### config.mk
export PLATFORM = sky130hd
export DESIGN_NAME = wavelet_bank_sequencer
export DESIGN_NICKNAME = d
export VERILOG_FILES = /design/src/rtl/wavelet_bank_sequencer.sv
export SDC_FILE = /design/constraint.sdc
export NUM_CORES = 1
export LEC_CHECK = 0
export CAP_MARGIN = 20
export CORE_MARGIN = 3
export CORE_UTILIZATION = 40
export DETAILED_ROUTE_END_ITERATION = 8
export GPL_TIMING_DRIVEN = 1
export PLACE_DENSITY = 0.76
export SLEW_MARGIN = 20
export SYNTH_ARGS = -nofsm -noshare
export SYNTH_HDL_FRONTEND = slang
export SYNTH_SLANG_ARGS = --single-unit
### constraint.sdc
create_clock -name clk -period 3.49 [get_ports clk]
set_input_delay 0.8725 -clock clk [delete_from_list [all_inputs] [get_ports clk]]
set_output_delay 0.8725 -clock clk [all_outputs]
set_load 0.01 [all_outputs]
### src/rtl/wavelet_bank_sequencer.sv
// Wavelet FIR bank sequencer: builds the shared tap window from a serial
// sample stream, strobes the filter bank once per new sample after warm-up,
// then scales, saturates and serialises every filter's sum.
module wavelet_bank_sequencer #(
  parameter int BITS_PER_ELEM = 8,
  parameter int NUM_ELEM      = 7,
  parameter int NUM_FILTERS   = 4,
  parameter int OUT_BITS      = 8,
  parameter int SUM_SHIFT     = 7,
  localparam int IDX_W        = (NUM_FILTERS > 1) ? $clog2(NUM_FILTERS) : 1
) (
  input  logic                              clk,
  input  logic                              rst_n,
  input  logic                              i_sample_valid,
  input  logic [BITS_PER_ELEM-1:0]          i_sample,
  output logic                              o_sample_ready,
  output logic [NUM_ELEM*BITS_PER_ELEM-1:0] o_taps,
  output logic                              o_start_calc,
  input  logic [NUM_FILTERS*32-1:0]         i_sums,
  output logic [OUT_BITS-1:0]               o_data,
  output logic [IDX_W-1:0]                  o_filter_idx,
  output logic                              o_data_valid,
  input  logic                              i_data_ready,
  output logic                              o_window_full
);

  localparam int TAP_W = NUM_ELEM * BITS_PER_ELEM;
  localparam int CNT_W = $clog2(NUM_ELEM + 1);
  localparam logic [CNT_W-1:0] FILL_MAX = CNT_W'(NUM_ELEM);
  localparam logic [IDX_W-1:0] IDX_LAST = IDX_W'(NUM_FILTERS - 1);
  localparam logic signed [31:0] SAT_MAX = 32'((2 ** (OUT_BITS - 1)) - 1);
  localparam logic signed [31:0] SAT_MIN = 32'(-(2 ** (OUT_BITS - 1)));

  typedef enum logic [1:0] {
    ST_IDLE,
    ST_CALC,
    ST_CAPTURE,
    ST_OUT
  } state_t;

  state_t              state_q;
  logic [TAP_W-1:0]    taps_q;
  logic [CNT_W-1:0]    fill_q;
  logic                start_calc_q;
  logic [OUT_BITS-1:0] data_q;
  logic [IDX_W-1:0]    idx_q;
  logic                valid_q;
  logic                full_q;
  logic [OUT_BITS-1:0] buf_q [NUM_FILTERS];

  logic                accept;
  logic [TAP_W-1:0]    taps_d;
  logic [CNT_W-1:0]    fill_d;
  logic [IDX_W-1:0]    idx_d;
  logic [OUT_BITS-1:0] sat_vals [NUM_FILTERS];

  // Per-filter scaling: arithmetic shift, then clamp to the signed output range
  for (genvar gi = 0; gi < NUM_FILTERS; gi++) begin : g_sat
    logic signed [31:0] shifted;
    assign shifted = $signed(i_sums[32*gi +: 32]) >>> SUM_SHIFT;
    assign sat_vals[gi] = (shifted > SAT_MAX) ? SAT_MAX[OUT_BITS-1:0] :
                          (shifted < SAT_MIN) ? SAT_MIN[OUT_BITS-1:0] :
                                                shifted[OUT_BITS-1:0];
  end

  // Next-state helpers: window shift (newest sample into element 0),
  // saturating fill count and the next output index
  always_comb begin
    accept = i_sample_valid && (state_q == ST_IDLE);
    taps_d = {taps_q[TAP_W-BITS_PER_ELEM-1:0], i_sample};
    fill_d = (fill_q == FILL_MAX) ? fill_q : fill_q + 1'b1;
    idx_d  = idx_q + 1'b1;
  end

  // Sequencer FSM with registered outputs; result buffer filled in CAPTURE
  always_ff @(posedge clk or negedge rst_n) begin
    if (!rst_n) begin
      state_q      <= ST_IDLE;
      taps_q       <= '0;
      fill_q       <= '0;
      start_calc_q <= 1'b0;
      data_q       <= '0;
      idx_q        <= '0;
      valid_q      <= 1'b0;
      full_q       <= 1'b0;
      for (int f = 0; f < NUM_FILTERS; f++) begin
        buf_q[f] <= '0;
      end
    end else begin
      start_calc_q <= 1'b0;
      case (state_q)
        ST_IDLE: begin
          if (accept) begin
            taps_q <= taps_d;
            fill_q <= fill_d;
            // Calc only once the window holds NUM_ELEM real samples
            if (fill_d == FILL_MAX) begin
              full_q       <= 1'b1;
              start_calc_q <= 1'b1;
              state_q      <= ST_CALC;
            end
          end
        end
        ST_CALC: begin
          state_q <= ST_CAPTURE;
        end
        ST_CAPTURE: begin
          for (int f = 0; f < NUM_FILTERS; f++) begin
            buf_q[f] <= sat_vals[f];
          end
          idx_q   <= '0;
          data_q  <= sat_vals[0];
          valid_q <= 1'b1;
          state_q <= ST_OUT;
        end
        ST_OUT: begin
          // Hold data/index stable until the consumer takes them
          if (i_data_ready) begin
            if (idx_q == IDX_LAST) begin
              valid_q <= 1'b0;
              state_q <= ST_IDLE;
            end else begin
              idx_q  <= idx_d;
              data_q <= buf_q[idx_d];
            end
          end
        end
        default: begin
          state_q <= ST_IDLE;
        end
      endcase
    end
  end

  assign o_sample_ready = (state_q == ST_IDLE);
  assign o_taps         = taps_q;
  assign o_start_calc   = start_calc_q;
  assign o_data         = data_q;
  assign o_filter_idx   = idx_q;
  assign o_data_valid   = valid_q;
  assign o_window_full  = full_q;

endmodule

# Yosys cells after proc, flatten, opt, wreduce, memory -nomap -nowiden
# Cells that the tools add are included.
[totals]
input_bits = 140
output_inout_bits = 70
elab_cells = 72
regBits = 106
[classes]
reduce_logical = 8
n_addsub = 2
order_cmp = 9
n_mux = 29
eq_ne = 11
bitwise = 1
[ops]
columns = ["op", "count"]
rows = [
  ["$gt 25x8->1 const B", 4],
  ["$lt 25x8->1 const B", 4],
  ["$mux 8", 12],
  ["$bmux 8 s2", 1],
  ["$pmux 8 s2", 1],
  ["$mux 2", 6],
  ["$reduce_and 3->1", 3],
  ["$pmux 2 s4", 1],
  ["$eq 2x2->1 const B", 3],
  ["$eq 3x3->1 const B", 2],
  ["$ne 2x2->1 const B", 3],
  ["$mux 1", 5],
  ["$ne 2x1->1 const B", 2],
  ["$pmux 2 s2", 1],
  ["$reduce_and 4->1", 1],
  ["$add 3x1->3 const B", 1],
  ["$ge 3x3->1 const B", 1],
  ["$mux 3", 1],
  ["$not 2->3", 1],
  ["$add 2x1->2 const B", 1],
  ["$eq 2x1->1 const B", 1],
  ["$logic_not 2->1", 1],
  ["$pmux 1 s2", 1],
  ["$reduce_and 2->1", 1],
  ["other kinds (2)", 2],
]

# Depth between registers and ports, before layout
# Gate-level depths: netlist of the first run.
[depth]
depth_word = 8
ltp_mapped = 8
mapped_depth_nobuf = 6

# Least setup slack after synthesis of the first run
# OpenSTA, ideal clock, no wires.
[synth_path]
path_kind = "input to register"
from = "input port i_sums[22]"
to = "register buf_q[24] in the netlist's numbering"
cell_stages = 4
n_path_buf = 0
slack_ps = 1616
setup_ps = 144
arrival_time_ps = 1730
t_required_ps = 3346
cell_sequence = "nor4_1 -> nand3_1 -> o21ai_1 -> o22ai_1"
[synth_between]
elab_chain_len = 3
word_cells_on_any_way = 4
classes_between = "order compare (2); mux (2)"
[synth_rtl]
columns = ["element", "line", "text"]
rows = [
  ["from (decl)", "19", "input logic [NUM_FILTERS*32-1:0] i_sums,"],
  ["$lt 25x8->1", "62", "(shifted < SAT_MIN) ? SAT_MIN[OUT_BITS-1:0] :"],
  ["$mux 8", "62", ""],
  ["$mux 8 (*)", "61", "assign sat_vals[gi] = (shifted > SAT_MAX) ? SAT_MAX[OUT_BITS-1:0] :"],
  ["to (signal, indexed assignment)", "109", "buf_q[f] <= sat_vals[f];"],
  ["to (decl)", "49", "logic [OUT_BITS-1:0] buf_q [NUM_FILTERS];"],
]
# Mark *: on every way between the ends. The rest lies on a longest branch, timed or not.
# A chain may end at the register's enable or synchronous reset.

# Final worst setup path of the first run
[layout_path]
from = "register state_q[0]"
to = "output port o_sample_ready"
[layout_between]
elab_chain_len = 1
[layout_rtl]
columns = ["element", "line", "text"]
rows = [
  ["from (decl)", "41", "state_t state_q;"],
  ["from (signal assigned)", "78", "state_q <= ST_IDLE;"],
  ["from (signal assigned)", "100", "state_q <= ST_CALC;"],
  ["from (signal assigned)", "105", "state_q <= ST_CAPTURE;"],
  ["$logic_not 2->1", "135", "assign o_sample_ready = (state_q == ST_IDLE);"],
  ["to (decl)", "16", "output logic o_sample_ready,"],
]
# Every way passes these cells.

==> impl_results.md, run 1 <==
- Post-Syn Instances: 428
- Clock share of power: 17.1%
- PnR worst setup slack: 916 ps
- Fin util: 61.0%
- Max_slew headroom: 54.5%
- Starting density of the core: 41.9%
- Syn_area_per_cell: 11.4 sq um
- Post_cts resized: 0
- Final-stage net count: 749
- Total Routing Usage GR: 19.0%
- Hold Path Class: reg -> reg
- Post-synth EDFFs: 0
- Fmax: 0.389 GHz
- Finish-stage setup viols: 0
- Max VDD drop: 0.493 mV
- Sequential fraction of design power: 38.0%
- Final Non-Filler Cells: 752
- First-pass GRT wire length: 20.5 mm
- Post-route cell area: 0.00712 sq mm
- Endpoints failing hold: 0
- Warnings from Yosys: 0
- Sequential share of the synthesized area: 54.3%
- # rows: 39
- Reg clk slew, reported paths: 80 ps
- Final min period: 2570 ps
- Combinational Power Share: 44.9%
- CP Capture Type: output port
- Layout cells sized above 1: 14.6%
- Req. time, crit path: 2620 ps
- Post-synthesis register bit count: 106
- GPL Wtd Cong: 0.767
- CTS sink count: 106
- Die area: 0.0136 sq mm
- Worst skew pair latency: 340 ps
- Antenna viol nets, final: 0
- Core area: 0.0117 sq mm
- Clock buffer depth: 2
- Count of cell types in the netlist: 37
- RSZ-0062 raised after global routing: false
- Total internal power: 3.69 mW
- Clock skew: 7.02 ps
- Area growth, synth to finish: 45.6%
- Setup Total Neg Slack: 0 ps
- # DRC: 0
- HPWL Detailed: 9.98 mm
- Mapped Nets: 573
- WS Path Type: reg -> out
- Max Cap Viol: 0
- Hold_buf cts: 0
- Synth Flop Type: dfrtp_1
- Drt pass-1 iters: 7
- Via density per instance: 5.50
- Yosys top cell area share: 54.3%
- TritonCTS clock tree: done
- Slew at the pin closest to its max-slew limit: 674 ps
- DIE WIDTH: 117 microns
- DR iter-0 viols: 163
- Final worst-path cycle share: 73.8%
- Pwr Total: 5.67 mW
- Post-CTS setup buffer count: 0
- Dominant cell type by area after synthesis: dfrtp_1
- Worst path arrival time: 1700 ps
- Switch Pwr: 1.98 mW
- Inserted Diodes: 0
- Vias in the first global route: 4237
- Cell leakage power: 2.83 nW
- Commonest cells in the netlist: dfrtp_1 (106), mux2_2 (58), o21ai_0 (42), nor2_1 (36), o22ai_1 (35)
- Largest net degree at the start of global routing: 60
- Clock root buffer master: clkbuf_16
- H-Tree Depth: 3
- Pwr Density: 797 mW/mm^2
- Asr flop ratio synth: 100%
- Netlist Area Pre-Place: 0.00489 sq mm
- Area contributors post-synth: dfrtp_1 (54%), mux2_2 (13%), o22ai_1 (4.5%)
- Ports: 210
- Placed Cells incl. Taps: 736
- Count leader, synth: dfrtp_1
- Routed WL: 13.4 mm
- Startpoint types: flip-flop
- Fin. max-slew vios: 0
- DP Worst Slack: 678 ps
- CP Max Fanout: 5
- PortBufs: 181
- WL per Instance: 17.8 microns
- CTS buffer count: 9
- Die Ht: 117 microns
- Total gr overflow: 0
- DR vias: 4138
- Status: complete, no violations
- DP Area: 0.00682 sq mm
- Switching portion of total power: 35.0%
- Initial antenna violation count: 0
- WHS: 464 ps
[registers in the layout, summed over array words and instances, names as in the netlist]
register and count:
o_data 8, state_q 2, fill_q 3, o_start_calc 1
buf_q 32, o_window_full 1, o_filter_idx 2, o_taps 56
o_data_valid 1
[path summary, 6_finish.rpt]
kind / depth (start not counted) / slack [ps] / from / endpoint
setup / recovery: 3 / 920 / state_q[0]$_DFFE_PN0P_ / o_sample_ready
min in group asynchronous: 1 / 550 / rst_n / o_taps[8]$_DFFE_PN0P_
hold reg to reg: 1 / 460 / o_window_full$_DFFE_PN0P_ / o_window_full$_DFFE_PN0P_
hold / removal: 1 / 460 / o_window_full$_DFFE_PN0P_ / o_window_full$_DFFE_PN0P_
max in group asynchronous: 2 / 2170 / rst_n / o_taps[42]$_DFFE_PN0P_
setup reg to reg: 5 / 1330 / state_q[0]$_DFFE_PN0P_ / buf_q[21]$_DFFE_PN0P_
[routing by layer]
layer / share of wire, % / track usage, % / vias up
met1: 39 / 21.6 / 1988
met5: 0 / 0 / -
met2: 49 / 34.0 / 172
met3: 12 / 7.20 / 15
li1: - / - / 1963
met4: 0.96 / 4.59 / 0
[power groups by stage]
stage	sequential [mW]	combinational [mW]	clock (mW)
after floorplan	2.25	1.25	0
after global placement	2.14	2.48	0
after detailed placement	2.18	2.56	0
after CTS	2.16	2.58	0.996
after global routing	2.23	2.78	1.05
final	2.16	2.55	0.968
[layout make-up]
| cell class | count | area, sq um |
|---|---|---|
| fill | 948 | 4550 |
| clock buffer | 9 | 225 |
| tap | 143 | 179 |
| timing repair buffer | 186 | 1870 |
| clock inverter | 7 | 61.3 |
| inverter | 11 | 41.3 |
| multi-input combinational | 290 | 2080 |
| sequential | 106 | 2650 |
[worst max-delay path, stage by stage, from the launching register on]
cell and delay, ps:
dfrtp_1 390, inv_1 110, ha_1 280, clkdlybuf4s50_1 580
[cell usage in the layout (no fill, tap or decap), drive strengths merged, types with 9 or more instances in the layout]
cell type and instances:
nand2 14, mux2 58, nand4 14, nor2 36, clkdlybuf4s50 180, nor4 16
clkbuf 9, mux2i 16, o21ai 47, dfrtp 106, inv 14, o22ai 36
[cell families (layout without fill, tap and decap cells)]
| kind of cell | count (synthesis) | count (layout) | share of synthesized area (%) |
|---|---|---|---|
| compound gates | 108 | 108 | 13.5 |
| xor+xnor | 3 | 3 | 0.538 |
| fa+ha+maj | 5 | 5 | 1.28 |
| buf+inv | 32 | 213 | 3.35 |
| flops | 106 | 106 | 54.3 |
| mux | 75 | 75 | 17.1 |
| simple gates | 99 | 99 | 9.96 |
Power figures use the tool's default switching activity.
==> inputs of run 2 (changes only) <==
Clock period 3.49 ns to 2.5 ns, I/O delays scaled along.
==> impl_results.md, run 2 (synthesized netlist as in run 1, its figures left out) <==
- Status: complete, no violations
- Fin util: 61.7% (+0.64 points)
- Worst r2r dst: o_data[4]$_DFFE_PN0P_
- Max Cap Viol: 0 (unchanged)
- DR iter-0 viols: 138 (-15%)
- Slowest-stage cell, CP: clkdlybuf4s50_1
- Slew at the pin closest to its max-slew limit: 700 ps (+26.7 ps)
- DP Worst Slack: 230 ps (-449 ps)
- CTS sink count: 106 (unchanged)
- Final worst-path cycle share: 92.1%
- Worst path arrival time: 1680 ps (-20 ps)
- Most frequent cells in the layout: clkdlybuf4s50_1 (180), dfrtp_1 (106), mux2_2 (58)
- PortBufs: 181 (unchanged)
- # rows: 39 (unchanged)
- Layout fillers: 936 (-1.3%)
- Antenna viol nets, final: 0 (unchanged)
- Total internal power: 5.33 mW (+44%)
- Area growth, synth to finish: 47.1%
- Starting density of the core: 41.9% (unchanged)
- HPWL Detailed: 10.1 mm (+1.1%)
- Final-stage net count: 755 (+0.80%)
- WS Path Type: reg -> out
- Inserted Diodes: 0 (unchanged)
- Finish-stage setup viols: 0 (unchanged)
- WL per Instance: 18.0 microns (+0.73%)
- Crit-path max cell delay: 580 ps (about the same)
- Layout cells sized above 1: 15.3% (+0.67 points)
- Clock root buffer master: clkbuf_16
- PnR worst setup slack: 198 ps (-718 ps)
- H-Tree Depth: 3 (unchanged)
- Ports: 210 (unchanged)
- Req. time, crit path: 1880 ps (-740 ps)
- Hold Path Class: in -> async
- Clock share of power: 18.1% (+1.0 points)
- Reg2reg start: o_filter_idx[0]$_DFFE_PN0P_
- Combinational Power Share: 44.8% (about the same)
- Vias in the first global route: 4425 (+4.4%)
- Fin. max-slew vios: 0 (unchanged)
- Switch Pwr: 2.78 mW (+40%)
- GPL Wtd Cong: 0.762 (-0.63%)
- Total gr overflow: 0 (unchanged)
- Worst path buffer plus inverter count: 2 (unchanged)
- DP Area: 0.00688 sq mm (+0.84%)
- Initial antenna violation count: 0 (unchanged)
- First-pass GRT wire length: 20.9 mm (+2.1%)
- Post-CTS setup buffer count: 0 (unchanged)
- Routed WL: 13.6 mm (+1.5%)
- Hold_buf cts: 0 (unchanged)
- Clock buffer depth: 2 (unchanged)
- Setup Total Neg Slack: 0 ps (unchanged)
- Reg-to-reg slack, setup: 580 ps (-750 ps)
- CP top delay family: buffers and inverters
- Clock skew: 9.19 ps (+2.17 ps)
- Cell leakage power: 2.88 nW (+1.9%)
- Largest net degree at the start of global routing: 107 (+78%)
- Final min period: 2300 ps
- DR vias: 4205 (+1.6%)
- DIE WIDTH: 117 microns (unchanged)
- Worst skew pair latency: 340 ps (about the same)
- TritonCTS clock tree: done
- Max VDD drop: 0.640 mV (+30%)
- Endpoints failing hold: 0 (unchanged)
- Die Ht: 117 microns (unchanged)
- Footprint of the multi-input gates: 0.00208 sq mm (-0.36%)
- Max_slew headroom: 52.7% (-1.8 points)
- RSZ-0062 raised after global routing: false
- Total area of sequential cells: 0.00265 sq mm (unchanged)
- CTS buffer count: 9 (unchanged)
- WHS: 338 ps (-126 ps)
- Reg clk slew, reported paths: 80 ps (about the same)
- Max reg flops: 56 (unchanged)
- Die area: 0.0136 sq mm (unchanged)
- R2R cell count: 6 (+1)
- Switching portion of total power: 34.3% (-0.67 points)
- Pwr Density: 1130 mW/mm^2 (+42%)
- CP Max Fanout: 5 (unchanged)
- Total Routing Usage GR: 19.5% (+0.46 points)
- Drt pass-1 iters: 4 (-3)
- Startpoint types: flip-flop
- Fmax: 0.434 GHz
- Post-route cell area: 0.00719 sq mm (+1.1%)
- Cells along the critical path: inv_1 -> ha_1 -> clkdlybuf4s50_1
- Sequential fraction of design power: 37.1% (-0.9 points)
- Core area: 0.0117 sq mm (unchanged)
- # DRC: 0 (unchanged)
- Most common cell after layout, fill and taps aside: clkdlybuf4s50_1
- Via density per instance: 5.55 (+0.81%)
- CP Capture Type: output port
- Post_cts resized: 0 (unchanged)
run 2: cell count changes in the layout (fill, tap and decap cells not counted):
cell        delta
bufinv_16      +1
clkinvlp_4     -2
buf_4          +5
buf_12         +1
inv_6          -1
clkinv_2       +1
a41oi_2        -1
a41oi_1        +1
clkbuf_8       +1
run 2: final cells by class:
| type | instances | share of cell area (%) |
|---|---|---|
| multi-input cells | 290 | 28.9 |
| flip-flops and latches | 106 | 36.9 |
| clock inverters | 6 | 1.01 |
| repair buffers | 192 | 26.8 |
| well taps | 143 | 2.49 |
| inverters | 11 | 0.574 |
| clock buffers | 10 | 3.32 |
run 2: metal layers:
layer | wire length [microns] | up-vias | global-route usage [%]
met4 | 233 | 0 | 5.50
li1 | - | 1964 | -
met2 | 6700 | 181 | 35.3
met1 | 5110 | 2044 | 20.6
met5 | 0 | - | 0
met3 | 1570 | 16 | 8.60
run 2: how the worst max path moves through the flow:
stage,startpoint,endpoint,slack (ps),cells after the start
after floorplan,state_q[0]$_DFFE_PN0P_,o_taps[0]$_DFFE_PN0P_,840,6
after global placement,i_data_ready,o_data[3]$_DFFE_PN0P_,270,6
after detailed placement,i_data_ready,o_data[4]$_DFFE_PN0P_,230,6
after CTS,state_q[0]$_DFFE_PN0P_,o_sample_ready,180,3
after global routing,state_q[0]$_DFFE_PN0P_,o_sample_ready,120,3
final,state_q[0]$_DFFE_PN0P_,o_sample_ready,200,3
run 2: metrics by stage:
stage	power, mW	cells
after floorplan	4.89	428
after global placement	6.52	742
after detailed placement	6.69	742
after CTS	8.20	758
after global routing	8.66	758
final	8.11	758
run 2: power groups by stage:
stage                     registers, mW  logic [mW]  clock network [mW]
after detailed placement           3.05        3.64                   0
after floorplan                    3.14        1.75                   0
final                              3.01        3.63                1.47
after global routing               3.12        3.97                1.57
after global placement             2.99        3.53                   0
after CTS                          3.02        3.68                1.49
run 2: worst register-to-register path: cells and delay by family, from the launching register on:
family	cells	cell delay, ps
flops	1	440
fa+ha+maj	1	380
compound gates	3	350
buf+inv	1	220
simple gates	1	390
